**src/rtl/stream_remove_arb.sv**
```systemverilog
// Round-robin front end for a shared stream_remove datapath.
// Each source posts a per-packet remove command; the winner keeps the grant until the
// remover reports the packet's output last beat on rm_ready.
// Optional: define STREAM_REMOVE_ARB_PKTCNT_EN to add per-source completed-packet counters
// on output pkt_cnt.
module stream_remove_arb #(
  parameter int unsigned N_SRC        = 4,
  parameter int unsigned DATA_WD      = 32,
  parameter int unsigned DATA_BYTE_WD = DATA_WD / 8,
  parameter int unsigned BYTE_CNT_WD  = $clog2(DATA_BYTE_WD),
  parameter int unsigned SRC_ID_WD    = $clog2(N_SRC)
) (
  input  logic                          clk,
  input  logic                          rstn,
  input  logic [N_SRC-1:0]              s_valid,
  input  logic [N_SRC*DATA_WD-1:0]      s_data,
  input  logic [N_SRC*DATA_BYTE_WD-1:0] s_keep,
  input  logic [N_SRC-1:0]              s_last,
  output logic [N_SRC-1:0]              s_ready,
  input  logic [N_SRC-1:0]              cmd_valid,
  input  logic [N_SRC*BYTE_CNT_WD-1:0]  cmd_cnt,
  output logic [N_SRC-1:0]              cmd_ready,
  output logic                          m_valid,
  output logic [DATA_WD-1:0]            m_data,
  output logic [DATA_BYTE_WD-1:0]       m_keep,
  output logic                          m_last,
  input  logic                          m_ready,
  output logic                          rm_valid,
  output logic [BYTE_CNT_WD-1:0]        rm_cnt,
  input  logic                          rm_ready,
  output logic                          busy,
`ifdef STREAM_REMOVE_ARB_PKTCNT_EN
  output logic [N_SRC*16-1:0]           pkt_cnt,
`endif
  output logic [SRC_ID_WD-1:0]          grant_id
);

  typedef enum logic [1:0] {StIdle, StBusy, StDrain} state_e;

  state_e                 state_q;
  logic                   hold_q;      // grant held (BUSY or DRAIN)
  logic [SRC_ID_WD-1:0]   rr_ptr_q;
  logic [SRC_ID_WD-1:0]   grant_id_q;
  logic [BYTE_CNT_WD-1:0] cnt_r;

  logic                   win_found;
  logic [SRC_ID_WD-1:0]   win_id;
  logic [SRC_ID_WD-1:0]   cand;

  logic                   in_busy;
  logic                   sel_valid;
  logic                   sel_last;
  logic [DATA_WD-1:0]     sel_data;
  logic [DATA_BYTE_WD-1:0] sel_keep;
  logic                   last_fire;
  logic                   pkt_done;

  // Round-robin search over pending commands, starting at rr_ptr.
  always_comb begin
    win_found = 1'b0;
    win_id    = '0;
    cand      = '0;
    for (int unsigned k = 0; k < N_SRC; k++) begin
      cand = SRC_ID_WD'((32'(rr_ptr_q) + k) % N_SRC);
      if (!win_found && cmd_valid[cand]) begin
        win_found = 1'b1;
        win_id    = cand;
      end
    end
  end

  assign in_busy   = (state_q == StBusy);
  assign sel_valid = s_valid[grant_id_q];
  assign sel_last  = s_last[grant_id_q];
  assign sel_data  = s_data[grant_id_q*DATA_WD +: DATA_WD];
  assign sel_keep  = s_keep[grant_id_q*DATA_BYTE_WD +: DATA_BYTE_WD];
  assign last_fire = in_busy & sel_valid & m_ready & sel_last;
  assign pkt_done  = (last_fire & rm_ready) | ((state_q == StDrain) & rm_ready);

  // Stream mux and handshake steering; everything idles at zero outside BUSY.
  always_comb begin
    cmd_ready = '0;
    s_ready   = '0;
    m_valid   = 1'b0;
    m_data    = '0;
    m_keep    = '0;
    m_last    = 1'b0;
    // rstn gate keeps cmd_ready quiet while reset is held with requests pending.
    if ((state_q == StIdle) && rstn && win_found) begin
      cmd_ready[win_id] = 1'b1;
    end
    if (in_busy) begin
      m_valid             = sel_valid;
      m_data              = sel_data;
      m_keep              = sel_keep;
      m_last              = sel_last;
      s_ready[grant_id_q] = m_ready;
    end
  end

  assign rm_valid = hold_q;
  assign busy     = hold_q;
  assign rm_cnt   = hold_q ? cnt_r : '0;
  assign grant_id = grant_id_q;

  // Grant FSM: IDLE grants, BUSY forwards the packet, DRAIN waits for the remover's tail beat.
  always_ff @(posedge clk or negedge rstn) begin
    if (!rstn) begin
      state_q    <= StIdle;
      hold_q     <= 1'b0;
      rr_ptr_q   <= '0;
      grant_id_q <= '0;
      cnt_r      <= '0;
    end else begin
      unique case (state_q)
        StIdle: begin
          if (win_found) begin
            state_q    <= StBusy;
            hold_q     <= 1'b1;
            grant_id_q <= win_id;
            cnt_r      <= cmd_cnt[win_id*BYTE_CNT_WD +: BYTE_CNT_WD];
            rr_ptr_q   <= (win_id == SRC_ID_WD'(N_SRC - 1)) ? '0 : win_id + 1'b1;
          end
        end
        StBusy: begin
          // A stray rm_ready before the input last beat is ignored.
          if (last_fire) begin
            if (rm_ready) begin
              state_q <= StIdle;
              hold_q  <= 1'b0;
            end else begin
              state_q <= StDrain;
            end
          end
        end
        StDrain: begin
          if (rm_ready) begin
            state_q <= StIdle;
            hold_q  <= 1'b0;
          end
        end
        default: begin
          state_q <= StIdle;
          hold_q  <= 1'b0;
        end
      endcase
    end
  end

`ifdef STREAM_REMOVE_ARB_PKTCNT_EN
  logic [15:0] pkt_cnt_q [N_SRC];

  // Completed-packet counters, credited to the source holding the grant.
  always_ff @(posedge clk or negedge rstn) begin
    if (!rstn) begin
      for (int unsigned i = 0; i < N_SRC; i++) begin
        pkt_cnt_q[i] <= '0;
      end
    end else if (pkt_done) begin
      pkt_cnt_q[grant_id_q] <= pkt_cnt_q[grant_id_q] + 16'd1;
    end
  end

  for (genvar gi = 0; gi < N_SRC; gi++) begin : g_pkt_cnt
    assign pkt_cnt[gi*16 +: 16] = pkt_cnt_q[gi];
  end
`else
  logic unused_pkt_done;
  assign unused_pkt_done = pkt_done;
`endif

endmodule
```
**config.mk**
```make
export PLATFORM = sky130hd
export DESIGN_NAME = stream_remove_arb
export DESIGN_NICKNAME = d
export VERILOG_FILES = /design/src/rtl/stream_remove_arb.sv
export SDC_FILE = /design/constraint.sdc
export NUM_CORES = 1
export LEC_CHECK = 0
export BUFFER_PORTS_ARGS = -buffer_cell sky130_fd_sc_hd__buf_2
export CAP_MARGIN = 25
export CORE_ASPECT_RATIO = 0.75
export CORE_MARGIN = 2
export CORE_UTILIZATION = 30
export DETAILED_ROUTE_END_ITERATION = 8
export PLACE_DENSITY = 0.84
export SLEW_MARGIN = 20
export SYNTH_ARGS = -nofsm -noshare
export SYNTH_HDL_FRONTEND = slang
export SYNTH_SLANG_ARGS = --single-unit
export TNS_END_PERCENT = 1
```
**constraint.sdc**
```tcl
create_clock -name clk -period 3.4 [get_ports clk]
set_clock_uncertainty 0.2 [all_clocks]
set_input_delay 0.68 -clock clk [delete_from_list [all_inputs] [get_ports clk]]
set_output_delay 0.68 -clock clk [all_outputs]
set_load 0.05 [all_outputs]
```
==> qor.yml, run 1 <==
cells_and_area:
  fill_cells: 596
  final_net_count: 565
  drive_above_1_share: 0.7069
  final_area_um2: 3134
  stdcell_count: 470
  area_growth_pct: 64.15
  antenna_cells: 0
clock_tree:
  cts.sinks: 9
  clk_latency_ns: 0.23
  clock_path_buffers: 2
  cts_root_buffer: "clkbuf_8"
  htree_levels: 1
  ctsHoldBuffers: 0
  post_cts_buffers: 0
  cts_buffers: 3
  cts.repair.resized: 0
  cts_tree: "done"
  clk_pin_slew_ns: 0.04
sta:
  final.setup.tns_ns: 0
  setup_viol: 0
  period_share: 0.9268
  setup_ws_ns: 0.2490
  relSlewSlack: 0.3658
  tightest_slew_ns: 0.9514
  grt_setup_unrepaired: "false"
  fin_crit_ns: 3.151
  hold_viol_final: 0
  slew_violations: 0
  fmax_mhz: 317.4
detailed_routing:
  dr.first_iter.drc_count: 66
  finalWirelength_um: 7518
  antenna_left: 0
  vias_per_cell: 5.077
  drc: 0
  routedWlPerCell_um: 16.00
  drt-pass1-iter-count: 5
  via_count: 2386
yosys:
  synth_top_area_frac: 0.4482
  synthTopCellsByCount: "40 x and2_1, 38 x mux4_2, 11 x inv_1"
  ys_seq_elements: 9
  yosys_warnings: 0
  yosysSeqAreaShare: 0.1180
  synthArstFlopShare: 1.000
  syn_area_um2: 1909
  synthTopCellsByArea: "mux4_2 45%, and2_1 13%, dfrtp_1 12%"
  synth_top_area_cell: "mux4_2"
  synthFlopType: "dfrtp_1"
  synth-edff-count: 0
  syn_nets: 351
  synth.distinct_cells: 38
  postSynthAreaPerCell_um2: 10.85
  syn_inst: 176
  synth_most_common_cell: "and2_1"
worst_setup_path:
  crit_end: "cmd_ready[1]"
  path_max_fanout: 5
  worstSetupEndpointType: "output pin"
  r2r_end: "busy"
  cp-start-kind: "primary input"
  crit_required_ns: 2.52
  reg2reg_slack_ns: 1.04
  critPathLaunch: "cmd_valid[0]"
  arrival_ns: 2.27
  critPathKind: "primary input to output pin"
  ff2ff_path_depth: 5
  rr_startpoint: "grant_id[1]"
global_routing:
  overflow: 0
  grt_max_degree: 44
  grt_usage: 0.1887
  grt_antenna_before_repair: 0
  grt_pass1_vias: 2175
  grt_pass1_wl_um: 10360
floorplanning:
  die_y_um: 73.09
  die_w_um: 96.12
  dieArea_um2: 7025
  std_cell_rows: 25
  initial_utilization: 0.3067
  io_pins: 220
  core_area_um2: 6225
power_and_ir_drop:
  ir_drop_mv: 0.4870
  power_density_nw_per_um2: 1004
  power_leakage_uw: 0.001647
  finalPower_uw: 3148
worst_hold_path:
  hold_path_class: "primary input to asynchronous set/reset pin"
place:
  port_buffers: 219
  place_area_um2: 3089
  place_congestion: 0.8677
  placed_cells: 466
  pre_cts_ws_ns: 0.2702
  dp_hpwl_um: 6413
run_status:
  status: "completed"
run:
  drv_cap: 0
==> routing by layer <==
layer  global-route usage  routed length (µm)  vias up
met4              0.03651                  66        0
li1                     -                   -     1102
met1               0.2505                2976     1150
met5                    0                   0        -
met3              0.02996                 621        9
met2               0.3272                3854      125
==> cells in the final DEF, fill, tap and decap left out, drive strengths merged <==
master and count:
a2111oi 1, a211oi 1, a21o 1, a21oi 3, a221oi 1, a22o 1, a22oi 1, a31o 1
and2 40, and2b 1, and3 4, buf 226, clkbuf 4, dfrtp 9, ha 7, inv 11
mux2i 2, mux4 38, nand2 7, nand2b 1, nand3 1, nand4 1, nor2 5, nor2b 1
nor3 3, nor3b 2, nor4 1, o21a 2, o21ai 7, o21ba 1, o22a 2, o311ai 2
or2 1
==> power breakdown <==
group | leakage [µW] | internal, µW | switching (µW)
Sequential | 0.000107 | 160 | 170
Combinational | 0.00152 | 974 | 1720
Clock | 0.0000228 | 81.6 | 41.4
Total | 0.00165 | 1220 | 1930
==> layout make-up <==
| class | instances | area [µm²] | area share |
|---|---|---|---|
| repair buffers | 226 | 1161 | 0.3705 |
| multi-input cells | 139 | 1558 | 0.4970 |
| well taps | 81 | 101.3 | 0.03234 |
| inverters | 11 | 41.29 | 0.01317 |
| flip-flops and latches | 9 | 227.7 | 0.07265 |
| clock buffers | 4 | 45.04 | 0.01437 |
==> registers in the layout, summed over array words and instances, names as in the netlist <==
register / count
cnt_r: 2
state_q: 2
rr_ptr_q: 2
busy: 1
grant_id: 2
==> cells by family (layout without fill, tap and decap cells) <==
group           Yosys count  after routing  share of synthesized area
compound gates           24             24                     0.1035
simple gates             68             68                     0.2077
fa+ha+maj                 7              7                    0.04587
flops                     9              9                     0.1180
mux                      40             40                     0.4587
buf+inv                  28            241                    0.06618
==> through the flow <==
stage,hold slack [ns],util
finish,0.1155,0.5035
global route,0.1234,0.5035
CTS,0.1133,0.5035
detailed placement,0.2854,0.4963
global placement,0.2815,0.4963
floorplan,0.1844,-
==> worst min path at each step <==
stage	start	to	slack, ns	cells after the start
floorplan	rstn	busy	0.18	0
global placement	cnt_r[1]	cnt_r[1]	0.28	2
detailed placement	cnt_r[0]	cnt_r[0]	0.29	2
CTS	rstn	rr_ptr_q[0]	0.11	1
global route	rstn	rr_ptr_q[0]	0.12	1
finish	rstn	rr_ptr_q[0]	0.12	1
==> critical path, stage by stage <==
cell and delay, ns:
buf_2 0.12, nor2b_1 0.17, o21ba_2 0.21, a21oi_1 0.39, inv_1 0.13, ha_1 0.19
and3_1 0.16, buf_2 0.21
(Power assumes the default switching activity.)
==> inputs of run 2 (changes only) <==
RECOVER_POWER = 100   (was default)
==> qor.yml, run 2 (synthesis results as in run 1) <==
run_status:
  status: "completed"
place:
  pre_cts_ws_ns: 0.2702
  dp_hpwl_um: 6413
  port_buffers: 219
  place_congestion: 0.8677
worst_hold_path:
  hold_path_class: "primary input to asynchronous set/reset pin"
cells_and_area:
  drive_above_1_share: 0.6324
  final_common_cell: "buf_2"
  antenna_cells: 0
  layout_common_cells: "172 x buf_2, 40 x and2_1, 38 x mux4_2"
  fill_cells: 608
  final_net_count: 565
  area_growth_pct: 61.73
detailed_routing:
  vias_per_cell: 5.119
  finalWirelength_um: 7567
  antenna_left: 0
  routedWlPerCell_um: 16.10
  drc: 0
  dr.first_iter.drc_count: 69
  via_count: 2406
  drt-pass1-iter-count: 4
global_routing:
  grt_pass1_vias: 2175
  grt_usage: 0.1887
  grt_max_degree: 44
  grt_pass1_wl_um: 10360
  overflow: 0
  grt_antenna_before_repair: 0
clock_tree:
  ctsHoldBuffers: 0
  htree_levels: 1
  clk_pin_slew_ns: 0.04
  clk_latency_ns: 0.23
  cts.repair.resized: 0
  cts.sinks: 9
  clock_path_buffers: 2
  cts_buffers: 3
  cts_root_buffer: "clkbuf_8"
  cts_tree: "done"
  post_cts_buffers: 0
power_and_ir_drop:
  power_leakage_uw: 0.001533
  power_density_nw_per_um2: 1002
  ir_drop_mv: 0.4673
worst_setup_path:
  critPathKind: "primary input to output pin"
  arrival_ns: 2.34
  cp-start-kind: "primary input"
  worstSetupEndpointType: "output pin"
  critPathLaunch: "cmd_valid[0]"
  crit_required_ns: 2.52
  path_max_fanout: 5
  rr_startpoint: "grant_id[1]"
floorplanning:
  die_w_um: 96.12
  std_cell_rows: 25
  dieArea_um2: 7025
  core_area_um2: 6225
  initial_utilization: 0.3067
  die_y_um: 73.09
  io_pins: 220
sta:
  slew_violations: 0
  final.setup.tns_ns: 0
  tightest_slew_ns: 0.9629
  relSlewSlack: 0.3581
  setup_ws_ns: 0.1848
  fin_hold_ws_ns: 0.2421
  fin_crit_ns: 3.215
  fmax_mhz: 311.0
  setup_viol: 0
  hold_viol_final: 0
  period_share: 0.9456
  grt_setup_unrepaired: "false"
run:
  drv_cap: 0
[run 2: changes by cell type in the layout (fill, tap and decap cells not counted)]
| cell | delta |
|---|---|
| o21ai_2 | -1 |
| clkbuf_2 | +22 |
| o21ai_0 | +2 |
| buf_4 | -3 |
| or2_0 | +1 |
| buf_2 | -47 |
| o311ai_0 | +1 |
| or2_1 | -1 |
| o311ai_1 | -1 |
| clkbuf_1 | +28 |
| o21ai_1 | -1 |
[run 2: critical path: stages]
cell and delay, ns:
buf_2 0.12, nor2b_1 0.17, a2111oi_4 0.40, or2_0 0.29
inv_1 0.11, ha_1 0.20, and3_1 0.16, buf_2 0.21
[run 2: power by group]
group,switching (µW),total (µW),internal (µW),leakage (µW)
logic,1730,2640,914,0.00140
registers,169,329,160,0.000107
clock network,41.2,123,81.6,0.0000228
[run 2: area by class of cell]
type / count / area (µm²) / area share
sequential: 9 / 227.7 / 0.07374
multi-input combinational: 139 / 1554 / 0.5032
inverter: 11 / 41.29 / 0.01337
timing repair buffer: 226 / 1119 / 0.3622
tap: 81 / 101.3 / 0.03282
clock buffer: 4 / 45.04 / 0.01459
[run 2: path summary, 6_finish.rpt]
check,cells past startpoint,to,slack [ns]
setup reg to reg,5,state_q[0],1.00
min in group clk,2,cnt_r[1],0.30
max in group asynchronous,1,grant_id[0],2.32
setup / recovery,8,cmd_ready[2],0.18
hold / removal,1,rr_ptr_q[0],0.24
hold reg to reg,2,cnt_r[1],0.30
[run 2: layer usage]
| metal | vias up | GRT usage | share of wire |
|---|---|---|---|
| met5 | - | 0 | 0 |
| met4 | 0 | 0.03651 | 0.0079 |
| met3 | 9 | 0.02996 | 0.083 |
| met2 | 120 | 0.3272 | 0.51 |
| met1 | 1173 | 0.2505 | 0.40 |
| li1 | 1104 | - | - |
[run 2: per-stage QoR]
stage                     utilization  area (µm²)  std cells  power, µW
after floorplan                     -        1909        176       2441
after global placement         0.4963        3089        466       3000
after detailed placement       0.4963        3089        466       3051
after CTS                      0.5035        3134        470       3181
after global routing           0.4961        3088        470       3298
final                          0.4961        3088        470       3095
==> inputs of run 3 (changes only) <==
ABC_AREA = 1   (was default)
PLACE_DENSITY = 0.85   (was 0.84)
==> qor.yml, run 3 <==
sta:
  fin_crit_ns: 3.227
  relSlewSlack: 0.5471
  slew_violations: 0
  setup_ws_ns: 0.1726
  tightest_slew_ns: 0.6784
  setup_viol: 0
  grt_setup_unrepaired: "false"
  hold_viol_final: 0
  fin_hold_ws_ns: 0.1067
  fmax_mhz: 309.8
  period_share: 0.9492
  final.setup.tns_ns: 0
clock_tree:
  cts_tree: "done"
  clk_latency_ns: 0.23
  post_cts_buffers: 0
  cts.repair.resized: 0
  cts.sinks: 9
  cts_buffers: 3
  clk_pin_slew_ns: 0.05
  htree_levels: 1
  ctsHoldBuffers: 0
  cts_root_buffer: "clkbuf_8"
  clock_path_buffers: 2
worst_setup_path:
  crit_required_ns: 2.52
  reg2reg_slack_ns: 1.07
  r2r_end: "rr_ptr_q[1]"
  rr_startpoint: "rr_ptr_q[0]"
  critPathKind: "register to output pin"
  path_max_fanout: 10
  critPathLaunch: "rr_ptr_q[0]"
  crit_end: "cmd_ready[3]"
  ff2ff_path_depth: 10
  cp-start-kind: "register"
  worstSetupEndpointType: "output pin"
  arrival_ns: 2.35
floorplanning:
  std_cell_rows: 24
  io_pins: 220
  die_y_um: 72.50
  initial_utilization: 0.3173
  core_area_um2: 5916
  dieArea_um2: 6911
  die_w_um: 95.33
cells_and_area:
  final_area_um2: 3059
  final_net_count: 684
  final_common_cell: "buf_2"
  layout_common_cells: "170 x buf_2, 73 x a22oi_1, 61 x nand2_1"
  fill_cells: 615
  drive_above_1_share: 0.4606
  area_growth_pct: 63.00
yosys:
  yosysSeqAreaShare: 0.1200
  postSynthAreaPerCell_um2: 6.256
  syn_inst: 300
  synth.distinct_cells: 28
  syn_nets: 475
  yosys_warnings: 0
  synthTopCellsByCount: "73 x a22oi_1, 61 x nand2_1, 37 x a21oi_1"
  synth-edff-count: 0
  synthTopCellsByArea: "a22oi_1 29%, nand2_1 12%, dfrtp_1 12%"
  synth_most_common_cell: "a22oi_1"
  synthFlopType: "dfrtp_1"
  synth_top_area_frac: 0.2920
  syn_area_um2: 1877
  synthArstFlopShare: 1.000
  synth_top_area_cell: "a22oi_1"
  ys_seq_elements: 9
place:
  place_congestion: 0.9284
  place_area_um2: 3042
  dp_hpwl_um: 7550
  port_buffers: 219
  pre_cts_ws_ns: 0.3030
detailed_routing:
  routedWlPerCell_um: 15.59
  drt-pass1-iter-count: 5
  vias_per_cell: 5.338
  drc: 0
  dr.first_iter.drc_count: 144
  antenna_left: 0
  via_count: 3139
  finalWirelength_um: 9168
global_routing:
  overflow: 0
  grt_antenna_before_repair: 2
  grt_pass1_wl_um: 13190
  grt_pass1_vias: 2775
  grt_max_degree: 39
  grt_usage: 0.2399
run:
  drv_cap: 0
power_and_ir_drop:
  power_leakage_uw: 0.001666
  power_density_nw_per_um2: 1184
  finalPower_uw: 3622
  ir_drop_mv: 0.6817
worst_hold_path:
  hold_path_class: "primary input to asynchronous set/reset pin"
run_status:
  status: "completed"
run 3: area by class of cell:
type | count | area, µm² | area share
Antenna cell | 2 | 5.005 | 0.001636
Clock buffer | 3 | 41.29 | 0.01350
Clock inverter | 1 | 5.005 | 0.001636
Inverter | 32 | 132.6 | 0.04335
Multi-Input combinational cell | 237 | 1425 | 0.4659
Sequential cell | 9 | 225.2 | 0.07362
Tap cell | 78 | 97.59 | 0.03190
Timing Repair Buffer | 226 | 1127 | 0.3685
run 3: cell families after synthesis:
kind of cell | synth area share
AOI/OAI and AO/OA | 0.4113
and+or+nand+nor | 0.2987
buffers and inverters | 0.1233
DFF | 0.1200
adders and majority gates | 0.04666
run 3: per-layer routing:
layer	wire, µm	GRT usage
met1	3496	0.2967
met2	4653	0.4335
met3	745	0.03219
met4	272	0.06924
met5	0	0
run 3: worst min path at each step:
stage                  start          end  slack, ns  depth (start not counted)
floorplan               rstn         busy       0.18                          0
detailed placement  cnt_r[0]     cnt_r[0]       0.29                          2
global placement    cnt_r[0]     cnt_r[0]       0.29                          2
global route            rstn  rr_ptr_q[0]       0.12                          1
CTS                     rstn     cnt_r[0]       0.11                          1
finish                  rstn  rr_ptr_q[0]       0.11                          1
run 3: worst max-delay path, stage by stage (launching register included):
cell	delay (ns)
dfrtp_1	0.64
nand2_1	0.16
nand3_1	0.15
nand2_2	0.12
nor2_8	0.16
nand3_1	0.10
nand3_2	0.10
nand2_4	0.08
clkinv_4	0.07
ha_1	0.14
inv_1	0.04
nor2_1	0.08
buf_2	0.26
run 3: report_power, final:
part	leakage, µW	internal (µW)	switching (µW)
Sequential	0.000109	166	91.6
Clock	0.0000255	80.0	43.6
Combinational	0.00153	863	2380
Total	0.00167	1110	2510
run 3: stage by stage:
stage                       util  std cells
after global routing      0.5171        588
after detailed placement  0.5142        582
after global placement    0.5142        582
final                     0.5171        588
after CTS                 0.5220        586
after floorplan                -        300
